## config.mk

```make
export PLATFORM = sky130hd
export DESIGN_NAME = weight_bram_reader_flat
export DESIGN_NICKNAME = d
export VERILOG_FILES = /design/src/rtl/weight_bram_reader_if.sv /design/src/rtl/weight_bram_reader.sv /design/src/flat_wrapper.sv
export SDC_FILE = /design/constraint.sdc
export NUM_CORES = 1
export LEC_CHECK = 0
export BUFFER_PORTS_ARGS = -buffer_cell sky130_fd_sc_hd__buf_2
export CAP_MARGIN = 20
export CORE_ASPECT_RATIO = 0.75
export CORE_MARGIN = 8
export CORE_UTILIZATION = 40
export DETAILED_ROUTE_END_ITERATION = 8
export PLACE_DENSITY = 0.69
export SLEW_MARGIN = 20
export SYNTH_ARGS = -nofsm -noshare
export SYNTH_HDL_FRONTEND = slang
export SYNTH_SLANG_ARGS = --single-unit
```

## constraint.sdc

```tcl
create_clock -name CLK -period 2.6 [get_ports CLK]
set_clock_uncertainty 0.05 [all_clocks]
set_input_delay 0.26 -clock CLK [delete_from_list [all_inputs] [get_ports CLK]]
set_output_delay 0.26 -clock CLK [all_outputs]
set_load 0.1 [all_outputs]
```

## src/rtl/weight_bram_reader_if.sv

```systemverilog
// Bundles the BRAM read port and the weight stream toward the neuron MAC.
// The reader drives the BRAM address/enable and the weight word; the other side drives read data and ready.
interface weight_bram_reader_if #(
    parameter int AW = 5,
    parameter int DW = 16
);
    logic [AW-1:0] BRAM_ADDR;
    logic          BRAM_EN;
    logic          BRAM_WE;
    logic [DW-1:0] BRAM_DO;
    logic [DW-1:0] W_DATA;
    logic [AW-1:0] W_IDX;
    logic          W_LAST;
    logic          W_VALID;
    logic          W_READY;

    modport master (
        output BRAM_ADDR, BRAM_EN, BRAM_WE, W_DATA, W_IDX, W_LAST, W_VALID,
        input  BRAM_DO, W_READY
    );

    modport slave (
        input  BRAM_ADDR, BRAM_EN, BRAM_WE, W_DATA, W_IDX, W_LAST, W_VALID,
        output BRAM_DO, W_READY
    );
endinterface

```

## src/rtl/weight_bram_reader.sv

```systemverilog
// Walks weight BRAM addresses 0..DEPTH-1 on START and streams {weight, index} to the MAC.
// A 2-entry skid FIFO plus a credit check on issue absorbs arbitrary backpressure without loss.
module weight_bram_reader #(
    parameter int DEPTH = 28,
    parameter int AW    = 5,
    parameter int DW    = 16
) (
    input  logic CLK,
    input  logic RST,
    input  logic START,
    output logic BUSY,
    output logic DONE,
    weight_bram_reader_if.master bus
);
    typedef enum logic [1:0] {IDLE, RUN, DRAIN} state_t;

    typedef struct packed {
        logic [DW-1:0] data;
        logic [AW-1:0] idx;
    } entry_t;

    localparam logic [AW-1:0] LAST_ADDR = AW'(DEPTH - 1);

    state_t        state_q, state_d;
    logic [AW-1:0] addr_q;
    logic          en_q;
    logic          inflight_q;
    logic          done_q;
    entry_t        fifo_q [2];
    logic          rd_ptr_q, wr_ptr_q;
    logic [1:0]    count_q;

    logic          push, pop, issue, done_d;
    logic [1:0]    count_next;
    logic [AW-1:0] issue_addr;
    entry_t        head;
    logic          head_last;

    assign push       = inflight_q;
    assign pop        = (count_q != 2'd0) && bus.W_READY;
    assign count_next = count_q + 2'(push) - 2'(pop);
    assign head       = fifo_q[rd_ptr_q];
    assign head_last  = (head.idx == LAST_ADDR);

    always_comb begin
        // NOTE: every signal gets a default first so no path leaves one unassigned (no latch).
        state_d    = state_q;
        issue      = 1'b0;
        issue_addr = addr_q;
        done_d     = 1'b0;
        case (state_q)
            IDLE: begin
                if (START) begin
                    issue      = 1'b1;
                    issue_addr = '0;
                    state_d    = (DEPTH == 1) ? DRAIN : RUN;
                end
            end
            RUN: begin
                // Credit: the word this read returns must still fit after this edge's push/pop.
                if (count_next <= 2'd1) begin
                    issue      = 1'b1;
                    issue_addr = addr_q + AW'(1);
                    if (issue_addr == LAST_ADDR) state_d = DRAIN;
                end
            end
            DRAIN: begin
                if (pop && head_last) begin
                    done_d  = 1'b1;
                    state_d = IDLE;
                end
            end
            default: state_d = IDLE;
        endcase
    end

    // NOTE: state and control use non-blocking assignments so every register samples pre-edge values.
    always_ff @(posedge CLK) begin
        if (RST) state_q <= IDLE;
        else     state_q <= state_d;
    end

    always_ff @(posedge CLK) begin
        if (RST) begin
            addr_q     <= '0;
            en_q       <= 1'b0;
            inflight_q <= 1'b0;
            rd_ptr_q   <= 1'b0;
            wr_ptr_q   <= 1'b0;
            count_q    <= 2'd0;
            done_q     <= 1'b0;
        end else begin
            en_q       <= issue;
            inflight_q <= issue;
            done_q     <= done_d;
            count_q    <= count_next;
            if (issue) addr_q   <= issue_addr;
            if (push)  wr_ptr_q <= ~wr_ptr_q;
            if (pop)   rd_ptr_q <= ~rd_ptr_q;
        end
    end

    // NOTE: FIFO storage is not reset; outputs are masked by valid, so stale contents never leak.
    always_ff @(posedge CLK) begin
        if (!RST && push) fifo_q[wr_ptr_q] <= '{data: bus.BRAM_DO, idx: addr_q};
    end

    assign BUSY          = (state_q != IDLE);
    assign DONE          = done_q;
    assign bus.BRAM_ADDR = addr_q;
    assign bus.BRAM_EN   = en_q;
    assign bus.BRAM_WE   = 1'b0;
    assign bus.W_VALID   = (count_q != 2'd0);
    assign bus.W_DATA    = bus.W_VALID ? head.data : '0;
    assign bus.W_IDX     = bus.W_VALID ? head.idx  : '0;
    assign bus.W_LAST    = bus.W_VALID && head_last;
endmodule

```

## src/flat_wrapper.sv

```systemverilog
// flat-port wrapper written by rule: the top's interface ports become plain ports
module weight_bram_reader_flat 
#(
    parameter int DEPTH = 28,
    parameter int AW    = 5,
    parameter int DW    = 16
)
  (CLK, RST, START, BUSY, DONE, bus_BRAM_ADDR, bus_BRAM_EN, bus_BRAM_WE, bus_W_DATA, bus_W_IDX, bus_W_LAST, bus_W_VALID, bus_BRAM_DO, bus_W_READY);
  weight_bram_reader_if #(.AW(AW), .DW(DW)) bus_i ();
  input  logic CLK;
  input  logic RST;
  input  logic START;
  output logic BUSY;
  output logic DONE;
  output wire logic [$bits(bus_i.BRAM_ADDR)-1:0] bus_BRAM_ADDR;
  output wire logic [$bits(bus_i.BRAM_EN)-1:0] bus_BRAM_EN;
  output wire logic [$bits(bus_i.BRAM_WE)-1:0] bus_BRAM_WE;
  output wire logic [$bits(bus_i.W_DATA)-1:0] bus_W_DATA;
  output wire logic [$bits(bus_i.W_IDX)-1:0] bus_W_IDX;
  output wire logic [$bits(bus_i.W_LAST)-1:0] bus_W_LAST;
  output wire logic [$bits(bus_i.W_VALID)-1:0] bus_W_VALID;
  input wire logic [$bits(bus_i.BRAM_DO)-1:0] bus_BRAM_DO;
  input wire logic [$bits(bus_i.W_READY)-1:0] bus_W_READY;
  assign bus_BRAM_ADDR = bus_i.BRAM_ADDR;
  assign bus_BRAM_EN = bus_i.BRAM_EN;
  assign bus_BRAM_WE = bus_i.BRAM_WE;
  assign bus_W_DATA = bus_i.W_DATA;
  assign bus_W_IDX = bus_i.W_IDX;
  assign bus_W_LAST = bus_i.W_LAST;
  assign bus_W_VALID = bus_i.W_VALID;
  assign bus_i.BRAM_DO = bus_BRAM_DO;
  assign bus_i.W_READY = bus_W_READY;
  weight_bram_reader #(.DEPTH(DEPTH), .AW(AW), .DW(DW)) u_core (.CLK(CLK), .RST(RST), .START(START), .BUSY(BUSY), .DONE(DONE), .bus(bus_i));
endmodule
```

* After elaboration in Yosys (flattened, before gate mapping) *
Memory sizes are Yosys's and may differ from the RTL's. A register that Yosys moved wholly into a read port is not among the register bits.
Cells that the tools add are included.

cells by class
  add/sub/neg operators = 3
  muxes and demuxes = 18
  equal/unequal tests = 8
  reduce and logical (&&, ||, !) cells = 12
  bitwise gates (word level) = 3
  order comparisons = 1

operators with widths
  operator                                                                 number
  16-bit 2-to-1 mux                                                        1
  5-bit 2-to-1 mux                                                         3
  5-bit equality test, second input constant                               2
  5-bit one-hot mux with 2 select lines                                    1
  2-bit 2-to-1 mux                                                         4
  4-bit AND reduction                                                      2
  1-bit 2-to-1 mux                                                         7
  2-bit by 1-bit inequality test with 1-bit output, second input constant  3
  2-bit one-hot mux with 3 select lines                                    1
  2-bit nonzero test                                                       3
  5-bit by 1-bit adder with 5-bit output, second input constant            1
  1-bit logical AND                                                        4
  1-bit NOT                                                                3
  2-bit by 1-bit adder with 2-bit output                                   1
  2-bit by 1-bit equality test with 1-bit output, second input constant    1
  2-bit equality test, second input constant                               1
  2-bit by 1-bit <= comparator with 1-bit output, second input constant    1
  2-bit logical NOT                                                        1
  2-bit inequality test, second input constant                             1
  1-bit one-hot mux with 2 select lines                                    1
  2-bit OR reduction                                                       1
  2-bit by 1-bit subtractor with 2-bit output                              1
  1-bit logical NOT                                                        1

word-level totals
  output and inout port bits = 32
  bits in registers = 13
  RAM bits = 42
  memories = 1
  logic and storage cells = 53

memories
  memory         words  width  rd ports  clocked after Yosys merged registers in  wr ports  RTL line                  RTL
  u_core.fifo_q  2      21     1         1                                        1         weight_bram_reader.sv:29  entry_t fifo_q [2];

* Depth between registers and ports, before layout *
Gate-level depths: netlist (run 1).

  depth in word-level cells = 7
  mapped depth = 10
  mapped depth without buffers = 10

* Worst setup path after synthesis (run 1) *
OpenSTA, ideal clock, no wires.

  path kind = register to register
  start = reg u_core.inflight_q
  end = mem u_core.fifo_q[1][0] (netlist name) (enable)
  stages on the path, launching flop included = 3
  clock period less this slack = 3,270 ps
  data arrival time = 2,790 ps
  setup slack = -670 ps
  data required time = 2,120 ps
  cell sequence = dfxtp_1 > inv_1 > nor3b_1

between the ends
  longest elaborated chain between the ends = 3

ends and longest elaborated chain
  item                                    RTL line                   RTL
  from (decl)                             weight_bram_reader.sv:27   logic inflight_q;
  from (signal assigned)                  weight_bram_reader.sv:94   inflight_q <= issue;
  1-bit logical AND                       weight_bram_reader.sv:105  if (!RST && push) fifo_q[wr_ptr_q] <= '{data: bus.BRAM_DO, idx: addr_q};
  1-bit 2-to-1 mux                        weight_bram_reader.sv:105
  1-bit 2-to-1 mux (implied by the code)  weight_bram_reader.sv:105
  to (decl)                               weight_bram_reader.sv:29

Every way passes these cells.

* Worst setup path in the final report (run 1) *
  start = reg u_core.count_q[0]
  end = reg u_core.addr_q[4], in the netlist u_core.bus.BRAM_ADDR[4]

between the ends
  longest elaborated chain between the ends = 7
  elaborated cells on any way between the ends = 9

ends and longest elaborated chain
  item                                              RTL line                  RTL
  from (decl)                                       weight_bram_reader.sv:31  logic [1:0] count_q;
  from (signal assigned)                            weight_bram_reader.sv:96  count_q <= count_next;
  2-bit nonzero test *                              weight_bram_reader.sv:40  assign pop = (count_q != 2'd0) && bus.W_READY;
  1-bit logical AND *                               weight_bram_reader.sv:40
  via u_core.pop                                    weight_bram_reader.sv:33  logic push, pop, issue, done_d;
  2-bit by 1-bit subtractor with 2-bit output *     weight_bram_reader.sv:41  assign count_next = count_q + 2'(push) - 2'(pop);
  2-bit by 1-bit <= comparator with 1-bit output *  weight_bram_reader.sv:61  if (count_next <= 2'd1) begin
  1-bit 2-to-1 mux                                  weight_bram_reader.sv:61
  1-bit one-hot mux with 2 select lines             weight_bram_reader.sv:51  case (state_q)
  4-bit AND reduction (no line) *                   --
  to (signal assigned)                              weight_bram_reader.sv:97  if (issue) addr_q <= issue_addr;
  to (decl)                                         weight_bram_reader.sv:25  logic [AW-1:0] addr_q;

Mark *: on every way through the listed nets, which the timed path passes. The rest lies on a longest branch.
A chain may end at the register's enable or synchronous reset.

==> flow_summary_export.csv, run 1 <==
group,metric,value,unit
global_route,antenna_found_initial,0,
sta,final_hold_viol_count,0,
sta,setup_viol,0,
synthesis,synth_compound_area_share,4.46,%
place,dp.cells,295,
worst_setup_path,worstPathMaxFanout,12,
power,p_int,0.00155,W
floorplanning,die_h,81.7,µm
synthesis,ys_dominant_reg_cell,"edfxtp_1",
sta,final_max_slew_viol_count,0,
sta,fmax,0.433,GHz
worst_setup_path,cp.arrival,2.46,ns
synthesis,yosysWarnings,0,
final_layout,stdcell_count,304,
status,outcome,"finished clean",
synthesis,synth-edff-count,42,
clocking,cts-root-buf,"clkbuf_8",
clocking,h-tree-depth,2,
place,dpl.hpwl,2990,µm
final_layout,nFillCells,509,
synthesis,synth.cell_area,0.00230,mm²
sta,fin_crit_sh,88.8,%
detailed_routing,routed-via-count,1440,
global_route,grt_overflow,0,
place,port_buffers,50,
job,maxCapViolations,0,
synthesis,synthArstFlopShare,0,%
power,power_density,1180,mW/mm²
clocking,cts_buffers,5,
place,gp_congestion,0.831,
final_layout,insertedDiodeCount,0,
synthesis,yosysSeqAreaShare,67.1,%
power,clock_power_share,13.3,%
detailed_routing,dr.pass1.iters,4,
power,leakagePower,1.08,nW
power,total_power,0.00327,W
worst_hold_path,hold_end,"u_core.fifo_q[1][15]$_DFFE_PP_",
worst_setup_path,reg2reg_to,"u_core.bus.BRAM_ADDR[4]$_SDFFE_PP0P_",
clocking,post_cts_buffers,0,
worst_setup_path,r2r_slack,0.29,ns
floorplanning,die_w,104,µm
worst_hold_path,hold_path.class,"in2reg",
detailed_routing,drt_wl_total,4370,µm
worst_setup_path,r2r-start,"u_core.count_q[0]$_SDFF_PP0_",
power,comb_power_share,53.4,%
synthesis,syn-num-nets,196,
final_layout,drive_gt1_share,31.4,%
worst_setup_path,worstSetupStartpointType,"flip-flop",
synthesis,ys_seq_elements,56,
sta,grt_setup_unrepaired,"false",
clocking,ctsHoldBuffers,0,
power,seqPwrFrac,33.3,%
detailed_routing,drtAntennaViolNets,0,
sta,setup_tns,0,ns
floorplanning,start_util,40.5,%
floorplanning,design.die.area,0.00845,mm²
sta,fin_ws,0.292,ns
detailed_routing,wire_per_inst,14.4,µm
floorplanning,rows,24,
worst_setup_path,path_class,"reg2reg",
synthesis,synthAdderAreaFrac,2.18,%
clocking,cts_tree,"yes",
clocking,cts.path.max_buffers,2,
final_layout,nets,249,
floorplanning,coreArea,0.00568,mm²
synthesis,synth_xor_area_share,2.18,%
final_layout,area_delta_synth_final,20.5,%
clocking,clock_latency,0.30,ns
clocking,clk_pin_slew,0.09,ns
global_route,grt_pass1_wl,6910,µm
sta,min_period,2.31,ns
synthesis,ys_types,32,
power,swShare,52.7,%
worst_hold_path,hold_path_startpoint,"bus_BRAM_DO[10]",
power,ir_worst_vdd,0.345,mV
global_route,grt_pass1_vias,1443,
final_layout,final_common_cell,"buf_2",
global_route,grt_util_all_layers,10.3,%
global_route,grt_start_max_net_pins,24,
synthesis,post_synth_and_or_nand_nor_area_fraction,11.9,%
detailed_routing,post-route-drc-count,0,
worst_setup_path,endpoint_kind,"flip-flop",
worst_setup_path,cp.required,2.75,ns
worst_setup_path,worst-r2r-cell-count,10,
floorplanning,ios,52,
synthesis,synth_top_family_by_area,"simple AND/OR/NAND/NOR gates",
detailed_routing,drt-initial-drc-count,32,
clocking,clock-sinks,56,
final_layout,layout_common_cells,"buf_2, edfxtp_1, nor2_1",
synthesis,muxShareOfSynthArea,9.15,%
place,dp_slack,-0.142,ns
worst_hold_path,min_delay_path_depth,1,
synthesis,synth_cells,172,
synthesis,syn_avg_cell_area,13.4,µm²
power,switching_power,0.00172,W
detailed_routing,viasPerCell,4.74,
## registers in the layout (all words and copies together), names as in the netlist, named ones only
name,cells
u_core.DONE,1
u_core.bus.BRAM_ADDR,5
u_core.count_q,2
u_core.fifo_q,42
u_core.inflight_q,1
u_core.rd_ptr_q,1
u_core.state_q,2
u_core.wr_ptr_q,1
## repair_timing
item,CTS,global route
setup endpoints to repair,7,4
resized for setup,1,0
cloned,0,1
pin swaps,0,1
endpoints found under the hold margin,0,0
## through the flow
| step | hold WS, ns | utilization, % | cell area, µm² |
|---|---|---|---|
| CTS | 0.0867 | 48.7 | 2760 |
| detailed placement | 0.404 | 47.1 | 2680 |
| floorplan | 0.309 | - | 2310 |
| finish | 0.0957 | 48.8 | 2770 |
| global placement | 0.399 | 47.1 | 2680 |
| global route | 0.0783 | 48.8 | 2770 |
## power by group through the flow
stage	logic [W]	registers [W]	clock network (W)
after floorplan	0.00143	0.00114	0
after global placement	0.00173	0.00110	0
after detailed placement	0.00175	0.00110	0
after CTS	0.00175	0.00108	0.000446
after global routing	0.00183	0.00110	0.000481
final	0.00174	0.00109	0.000434
## layer usage
metal / track usage, % / wire length, µm / part of all wire (%)
met5: 0 / 0 / 0
met4: 3.50 / 36 / 0.82
met3: 4.31 / 362 / 8.3
met2: 16.5 / 1990 / 46
met1: 12.4 / 1980 / 45
## how the worst max path moves through the flow
stage / start / to / cells after the start
finish: u_core.count_q[0]$_SDFF_PP0_ / u_core.bus.BRAM_ADDR[4]$_SDFFE_PP0P_ / 10
global route: u_core.count_q[0]$_SDFF_PP0_ / u_core.bus.BRAM_ADDR[3]$_SDFFE_PP0P_ / 10
CTS: u_core.count_q[1]$_SDFF_PP0_ / u_core.bus.BRAM_ADDR[3]$_SDFFE_PP0P_ / 10
detailed placement: u_core.count_q[1]$_SDFF_PP0_ / u_core.bus.BRAM_ADDR[3]$_SDFFE_PP0P_ / 10
global placement: u_core.count_q[1]$_SDFF_PP0_ / u_core.bus.BRAM_ADDR[3]$_SDFFE_PP0P_ / 10
floorplan: u_core.inflight_q$_SDFF_PP0_ / u_core.bus.BRAM_ADDR[3]$_SDFFE_PP0P_ / 9
## area by class of cell
| type | count | area, µm² | share of cell area, % |
|---|---|---|---|
| Clock buffer | 5 | 68.8 | 2.49 |
| Clock inverter | 3 | 13.8 | 0.497 |
| Inverter | 4 | 15.0 | 0.542 |
| Multi-Input combinational cell | 105 | 729 | 26.3 |
| Sequential cell | 56 | 1540 | 55.7 |
| Tap cell | 78 | 97.6 | 3.52 |
| Timing Repair Buffer | 53 | 303 | 10.9 |
## worst max-delay path: stages (launching register included)
cell and delay (ns):
dfxtp_1 0.37, nor2_4 0.34, nor2b_1 0.14, ha_1 0.29
inv_1 0.06, ha_1 0.14, xnor3_2 0.30, nand2b_4 0.17
a21oi_4 0.18, o21ai_1 0.09, o31ai_1 0.07
## logic make-up after synthesis
logic type / count (synthesis)
muxes: 21
DFF: 56
xor gates and xnor gates: 4
AOI/OAI and AO/OA: 15
and+or+nand+nor: 59
adders and majority gates: 4
buffers and inverters: 12
other: 1
## Yosys cell counts (3+ instances only)
library cell  number  area, µm²
buf_2              3       15.0
dfxtp_1           14        280
edfxtp_1          42       1260
ha_1               4       50.1
inv_1              4       15.0
mux2i_1           21        210
nand2_1            6       22.5
nand3_1            3       15.0
nand4_1            3       18.8
nor2_1            36        135
nor2b_1            3       18.8
o21ai_1            5       25.0
xnor2_1            3       26.3
(Power assumes the default switching activity.)
==> run 2, diff against run 1 <==
Settings changed: CORE_ASPECT_RATIO 0.75 to not set, CORE_UTILIZATION 40 to 48, PLACE_DENSITY 0.69 to 0.8.
==> flow_summary_export.csv, run 2 (same netlist as run 1, synthesis figures left out) <==
group,metric,value,unit
status,outcome,"finished clean",
floorplanning,die_h,85.2,µm
final_layout,area_delta_synth_final,19.4,%
final_layout,regMostFlops,"u_core.fifo_q",
job,maxCapViolations,0,
final_layout,insertedDiodeCount,0,
worst_setup_path,worst-r2r-cell-count,10,
worst_setup_path,r2r-start,"u_core.count_q[0]$_SDFF_PP0_",
worst_setup_path,worstPathMaxFanout,12,
clocking,clock_latency,0.30,ns
clocking,clk_pin_slew,0.09,ns
worst_setup_path,r2r_slack,0.32,ns
worst_setup_path,endpoint_kind,"flip-flop",
worst_hold_path,hold_end,"u_core.fifo_q[0][15]$_DFFE_PP_",
sta,grt_setup_unrepaired,"false",
place,port_buffers,50,
sta,fmax,0.439,GHz
place,gp_congestion,0.790,
final_layout,stdcell_count,281,
detailed_routing,post-route-drc-count,0,
place,dpl.hpwl,3050,µm
detailed_routing,routed-via-count,1446,
detailed_routing,dr.pass1.iters,4,
floorplanning,design.die.area,0.00726,mm²
clocking,ctsHoldBuffers,0,
sta,fin_ws,0.322,ns
worst_setup_path,cp.arrival,2.43,ns
worst_setup_path,worstSetupStartpointType,"flip-flop",
sta,min_period,2.28,ns
floorplanning,start_util,49.3,%
power,power_density,1190,mW/mm²
sta,final_max_slew_viol_count,0,
worst_setup_path,startpoint,"u_core.count_q[0]$_SDFF_PP0_",
sta,tightest_slew,0.509,ns
worst_hold_path,hold_path_startpoint,"bus_BRAM_DO[10]",
worst_hold_path,min_delay_path_depth,1,
global_route,grt_start_max_net_pins,24,
global_route,grt_util_all_layers,12.0,%
global_route,grt_pass1_wl,6840,µm
detailed_routing,drt_wl_total,4300,µm
place,dp_slack,-0.113,ns
clocking,h-tree-depth,2,
worst_hold_path,hold_path.class,"in2reg",
final_layout,nets,250,
worst_setup_path,path_class,"reg2reg",
worst_setup_path,reg2reg_to,"u_core.bus.BRAM_ADDR[4]$_SDFFE_PP0P_",
detailed_routing,viasPerCell,5.15,
final_layout,largest_reg_flops,42,
clocking,clock-sinks,56,
power,ir_worst_vdd,0.492,mV
place,dp.cells,272,
final_layout,layout_common_cells,"buf_2, edfxtp_1, nor2_1",
sta,whs,0.0903,ns
sta,setup_viol,0,
final_layout,nFillCells,380,
final_layout,drive_gt1_share,31.3,%
final_layout,final_common_cell,"buf_2",
detailed_routing,drtAntennaViolNets,0,
global_route,grt_overflow,0,
sta,fin_crit_sh,87.6,%
floorplanning,rows,25,
global_route,antenna_found_initial,0,
floorplanning,coreArea,0.00466,mm²
detailed_routing,drt-initial-drc-count,66,
power,leakagePower,1.08,nW
clocking,cts-root-buf,"clkbuf_8",
global_route,grt_pass1_vias,1509,
sta,relSlewSlack,66.0,%
sta,final_hold_viol_count,0,
detailed_routing,wire_per_inst,15.3,µm
worst_setup_path,cp.required,2.75,ns
clocking,post_cts_buffers,0,
floorplanning,die_w,85.2,µm
clocking,cts_buffers,5,
clocking,cts_tree,"yes",
floorplanning,ios,52,
clocking,cts.path.max_buffers,2,
-- run 2: cell count changes in the layout (fill, tap and decap cells not counted), sizes merged --
cell,previous run,this run
buf,53,54
clkbuf,5,7
clkinv,3,1
-- run 2: how the worst max path moves through the flow --
stage                                           endpoint  slack, ns  cells past startpoint
global route        u_core.bus.BRAM_ADDR[4]$_SDFFE_PP0P_       0.14                     10
global placement    u_core.bus.BRAM_ADDR[3]$_SDFFE_PP0P_      -0.02                     10
CTS                 u_core.bus.BRAM_ADDR[4]$_SDFFE_PP0P_       0.16                     10
detailed placement  u_core.bus.BRAM_ADDR[4]$_SDFFE_PP0P_      -0.11                     10
finish              u_core.bus.BRAM_ADDR[4]$_SDFFE_PP0P_       0.32                     10
floorplan           u_core.bus.BRAM_ADDR[3]$_SDFFE_PP0P_     -0.002                      9
-- run 2: critical path: stages, from the launching register on --
cell and delay [ns]:
dfxtp_1 0.37, nor2_4 0.32, nor2b_1 0.13, ha_1 0.28, inv_1 0.05, ha_1 0.14, xnor3_2 0.29, nand2b_4 0.17
a21oi_4 0.20, o21ai_1 0.10, o31ai_1 0.08
-- run 2: per-layer routing --
| metal | global-route usage, % | part of all wire [%] | up-vias |
|---|---|---|---|
| met2 | 20.8 | 51 | 36 |
| met5 | 0 | 0 | - |
| met3 | 4.73 | 6.3 | 6 |
| li1 | - | - | 718 |
| met1 | 12.7 | 42 | 686 |
| met4 | 4.69 | 1.3 | 0 |
-- run 2: report_power, final --
group / switching, W / leakage (nW) / internal, W / total [W]
registers: 0.0000758 / 0.499 / 0.00104 / 0.00111
logic: 0.00139 / 0.540 / 0.000331 / 0.00172
clock network: 0.000245 / 0.0422 / 0.000189 / 0.000435
-- run 2: final cells by class --
type / instances / area [µm²] / share of cell area, %
clock buffers: 7 / 76.3 / 2.78
clock inverters: 1 / 5.00 / 0.182
inverters: 4 / 15.0 / 0.547
multi-input cells: 105 / 729 / 26.6
flip-flops and latches: 56 / 1540 / 56.2
well taps: 54 / 67.6 / 2.46
repair buffers: 54 / 310 / 11.3
-- run 2: what timing repair did --
item                       4_1_cts  5_1_grt
pin swaps                        0        1
gates cloned                     0        1
gates resized for setup          1        0
setup endpoints to repair        6        1
-- run 2: stage by stage --
stage	power (W)	setup TNS, ns	utilization, %	instance area (µm²)
6_report	0.00327	0	58.9	2750
4_1_cts	0.00328	0	58.8	2740
5_1_grt	0.00340	0	58.9	2750
3_5_place_dp	0.00284	-0.430	56.9	2650
2_1_floorplan	0.00257	-0.00354	-	2310
3_3_place_gp	0.00283	-0.0453	56.9	2650
==> run 3, diff against run 2 <==
Settings changed: CORE_UTILIZATION 48 to 50, CTS_BUF_LIST set to sky130_fd_sc_hd__clkbuf_4 sky130_fd_sc_hd__clkbuf_8, PLACE_DENSITY 0.8 to 0.83.
==> flow_summary_export.csv, run 3 (same netlist as run 1, synthesis figures left out) <==
group,metric,value,unit
place,port_buffers,50,
sta,min_period,2.39,ns
detailed_routing,drt_wl_total,3930,µm
final_layout,nets,249,
detailed_routing,drt-initial-drc-count,144,
clocking,cts-root-buf,"clkbuf_8",
power,seqPwrFrac,32.3,%
clocking,cts.path.max_buffers,2,
detailed_routing,wire_per_inst,14.2,µm
sta,setup_viol,0,
global_route,antenna_found_initial,0,
power,swShare,50.5,%
worst_setup_path,r2r_slack,0.21,ns
power,clock_power_share,16.4,%
floorplanning,die_h,83.8,µm
clocking,h-tree-depth,2,
sta,grt_setup_unrepaired,"false",
detailed_routing,dr_wl_met3,270,µm
place,placed_area,0.00265,mm²
detailed_routing,viasPerCell,5.26,
sta,tightest_slew,0.528,ns
sta,final_hold_viol_count,0,
final_layout,layout_common_cells,"buf_2, edfxtp_1, nor2_1",
worst_setup_path,path_class,"reg2reg",
sta,fin_ws,0.212,ns
final_layout,nFillCells,357,
final_layout,insertedDiodeCount,0,
final_layout,multi_input_area,723,µm²
floorplanning,design.die.area,0.00702,mm²
power,p_int,0.00166,W
final_layout,regMostFlops,"u_core.fifo_q",
power,leakagePower,1.10,nW
worst_setup_path,endpoint_kind,"flip-flop",
final_layout,largest_reg_flops,42,
floorplanning,ios,52,
clocking,clock-sinks,56,
global_route,grt_overflow,0,
status,outcome,"finished clean",
clocking,cts_buffers,5,
detailed_routing,post-route-drc-count,0,
global_route,grt_pass1_vias,1473,
power,power_density,1210,mW/mm²
worst_hold_path,min_delay_path_depth,1,
worst_hold_path,hold_end,"u_core.fifo_q[1][15]$_DFFE_PP_",
final_layout,stdcell_count,278,
place,gp_congestion,0.775,
floorplanning,coreArea,0.00438,mm²
global_route,grt_start_max_net_pins,24,
worst_setup_path,worst-r2r-cell-count,10,
detailed_routing,route.met2.wl,1980,µm
sta,final_max_slew_viol_count,0,
worst_hold_path,hold_path.class,"in2reg",
floorplanning,start_util,52.4,%
power,comb_power_share,51.3,%
clocking,cts_tree,"yes",
floorplanning,die_w,83.8,µm
worst_setup_path,worstPathMaxFanout,23,
final_layout,area_delta_synth_final,20.4,%
final_layout,final_cell_area,0.00277,mm²
sta,fmax,0.419,GHz
power,switching_power,0.00169,W
detailed_routing,topRoutingLayerUsed,"met4",
sta,relSlewSlack,64.7,%
final_layout,drive_gt1_share,31.9,%
worst_setup_path,r2r-start,"u_core.count_q[1]$_SDFF_PP0_",
sta,fin_crit_sh,91.8,%
clocking,clk_pin_slew,0.09,ns
global_route,grt_util_all_layers,11.8,%
worst_setup_path,cp.required,2.76,ns
worst_setup_path,worstSetupStartpointType,"flip-flop",
worst_setup_path,reg2reg_to,"u_core.bus.BRAM_ADDR[4]$_SDFFE_PP0P_",
clocking,ctsHoldBuffers,0,
final_layout,final_common_cell,"buf_2",
place,dp.cells,270,
worst_hold_path,hold_path_startpoint,"bus_BRAM_DO[10]",
final_layout,regArea,0.00154,mm²
place,dp_slack,-0.0925,ns
place,dpl.hpwl,2820,µm
worst_setup_path,cp.arrival,2.55,ns
power,total_power,0.00335,W
detailed_routing,m1WireLength,1650,µm
clocking,post_cts_buffers,0,
detailed_routing,drtAntennaViolNets,0,
floorplanning,rows,24,
clocking,clock_latency,0.30,ns
power,ir_worst_vdd,0.519,mV
global_route,grt_pass1_wl,6800,µm
detailed_routing,routed-via-count,1462,
job,maxCapViolations,0,
detailed_routing,dr.pass1.iters,4,
[run 3: area by class of cell]
type	count	area share [%]
Clock inverter	2	1.27
Inverter	4	0.543
Multi-Input combinational cell	104	26.1
Tap cell	52	2.35
Sequential cell	56	55.7
Clock buffer	6	2.76
Timing Repair Buffer	54	11.2
[run 3: worst max path at each step]
| stage | start | end | slack (ns) | depth (start not counted) |
|---|---|---|---|---|
| final | u_core.count_q[1]$_SDFF_PP0_ | u_core.bus.BRAM_ADDR[4]$_SDFFE_PP0P_ | 0.21 | 10 |
| after global routing | u_core.count_q[1]$_SDFF_PP0_ | u_core.bus.BRAM_ADDR[4]$_SDFFE_PP0P_ | 0.02 | 10 |
| after CTS | u_core.count_q[1]$_SDFF_PP0_ | u_core.bus.BRAM_ADDR[4]$_SDFFE_PP0P_ | 0.20 | 10 |
| after detailed placement | u_core.count_q[1]$_SDFF_PP0_ | u_core.bus.BRAM_ADDR[4]$_SDFFE_PP0P_ | -0.09 | 10 |
| after global placement | u_core.count_q[1]$_SDFF_PP0_ | u_core.bus.BRAM_ADDR[3]$_SDFFE_PP0P_ | 0.005 | 10 |
| after floorplan | u_core.inflight_q$_SDFF_PP0_ | u_core.bus.BRAM_ADDR[3]$_SDFFE_PP0P_ | -0.002 | 9 |
[run 3: power groups by stage]
stage               Sequential (W)  Clock [W]  Combinational [W]
detailed placement         0.00110          0            0.00173
global route               0.00109   0.000604            0.00180
CTS                        0.00108   0.000569            0.00174
finish                     0.00108   0.000550            0.00172
global placement           0.00110          0            0.00172
floorplan                  0.00114          0            0.00143
[run 3: what timing repair did]
item                       CTS  global route
hold endpoints to repair     0             0
resized for setup            1             0
setup endpoints to repair    5             0
[run 3: through the flow]
stage	TNS [ns]	hold slack, ns	util (%)
floorplan	-0.00354	0.309	-
global placement	0	0.398	60.4
detailed placement	-0.326	0.404	60.4
CTS	0	0.0789	63.1
global route	0	0.0720	63.1
finish	0	0.0888	63.1
[run 3: worst max-delay path, stage by stage, from the launching register on]
cell and delay [ns]:
dfxtp_1 0.34, nor2_4 0.44, nor2b_1 0.15, ha_1 0.29, inv_1 0.05, ha_1 0.14
xnor3_2 0.29, nand2b_4 0.17, a21oi_4 0.18, o21ai_1 0.10, o31ai_1 0.08
[run 3: metal layers]
metal,track usage [%],vias to the layer above
met3,5.18,4
met2,19.5,46
met5,0,-
met1,13.3,693
li1,-,719
met4,3.77,0
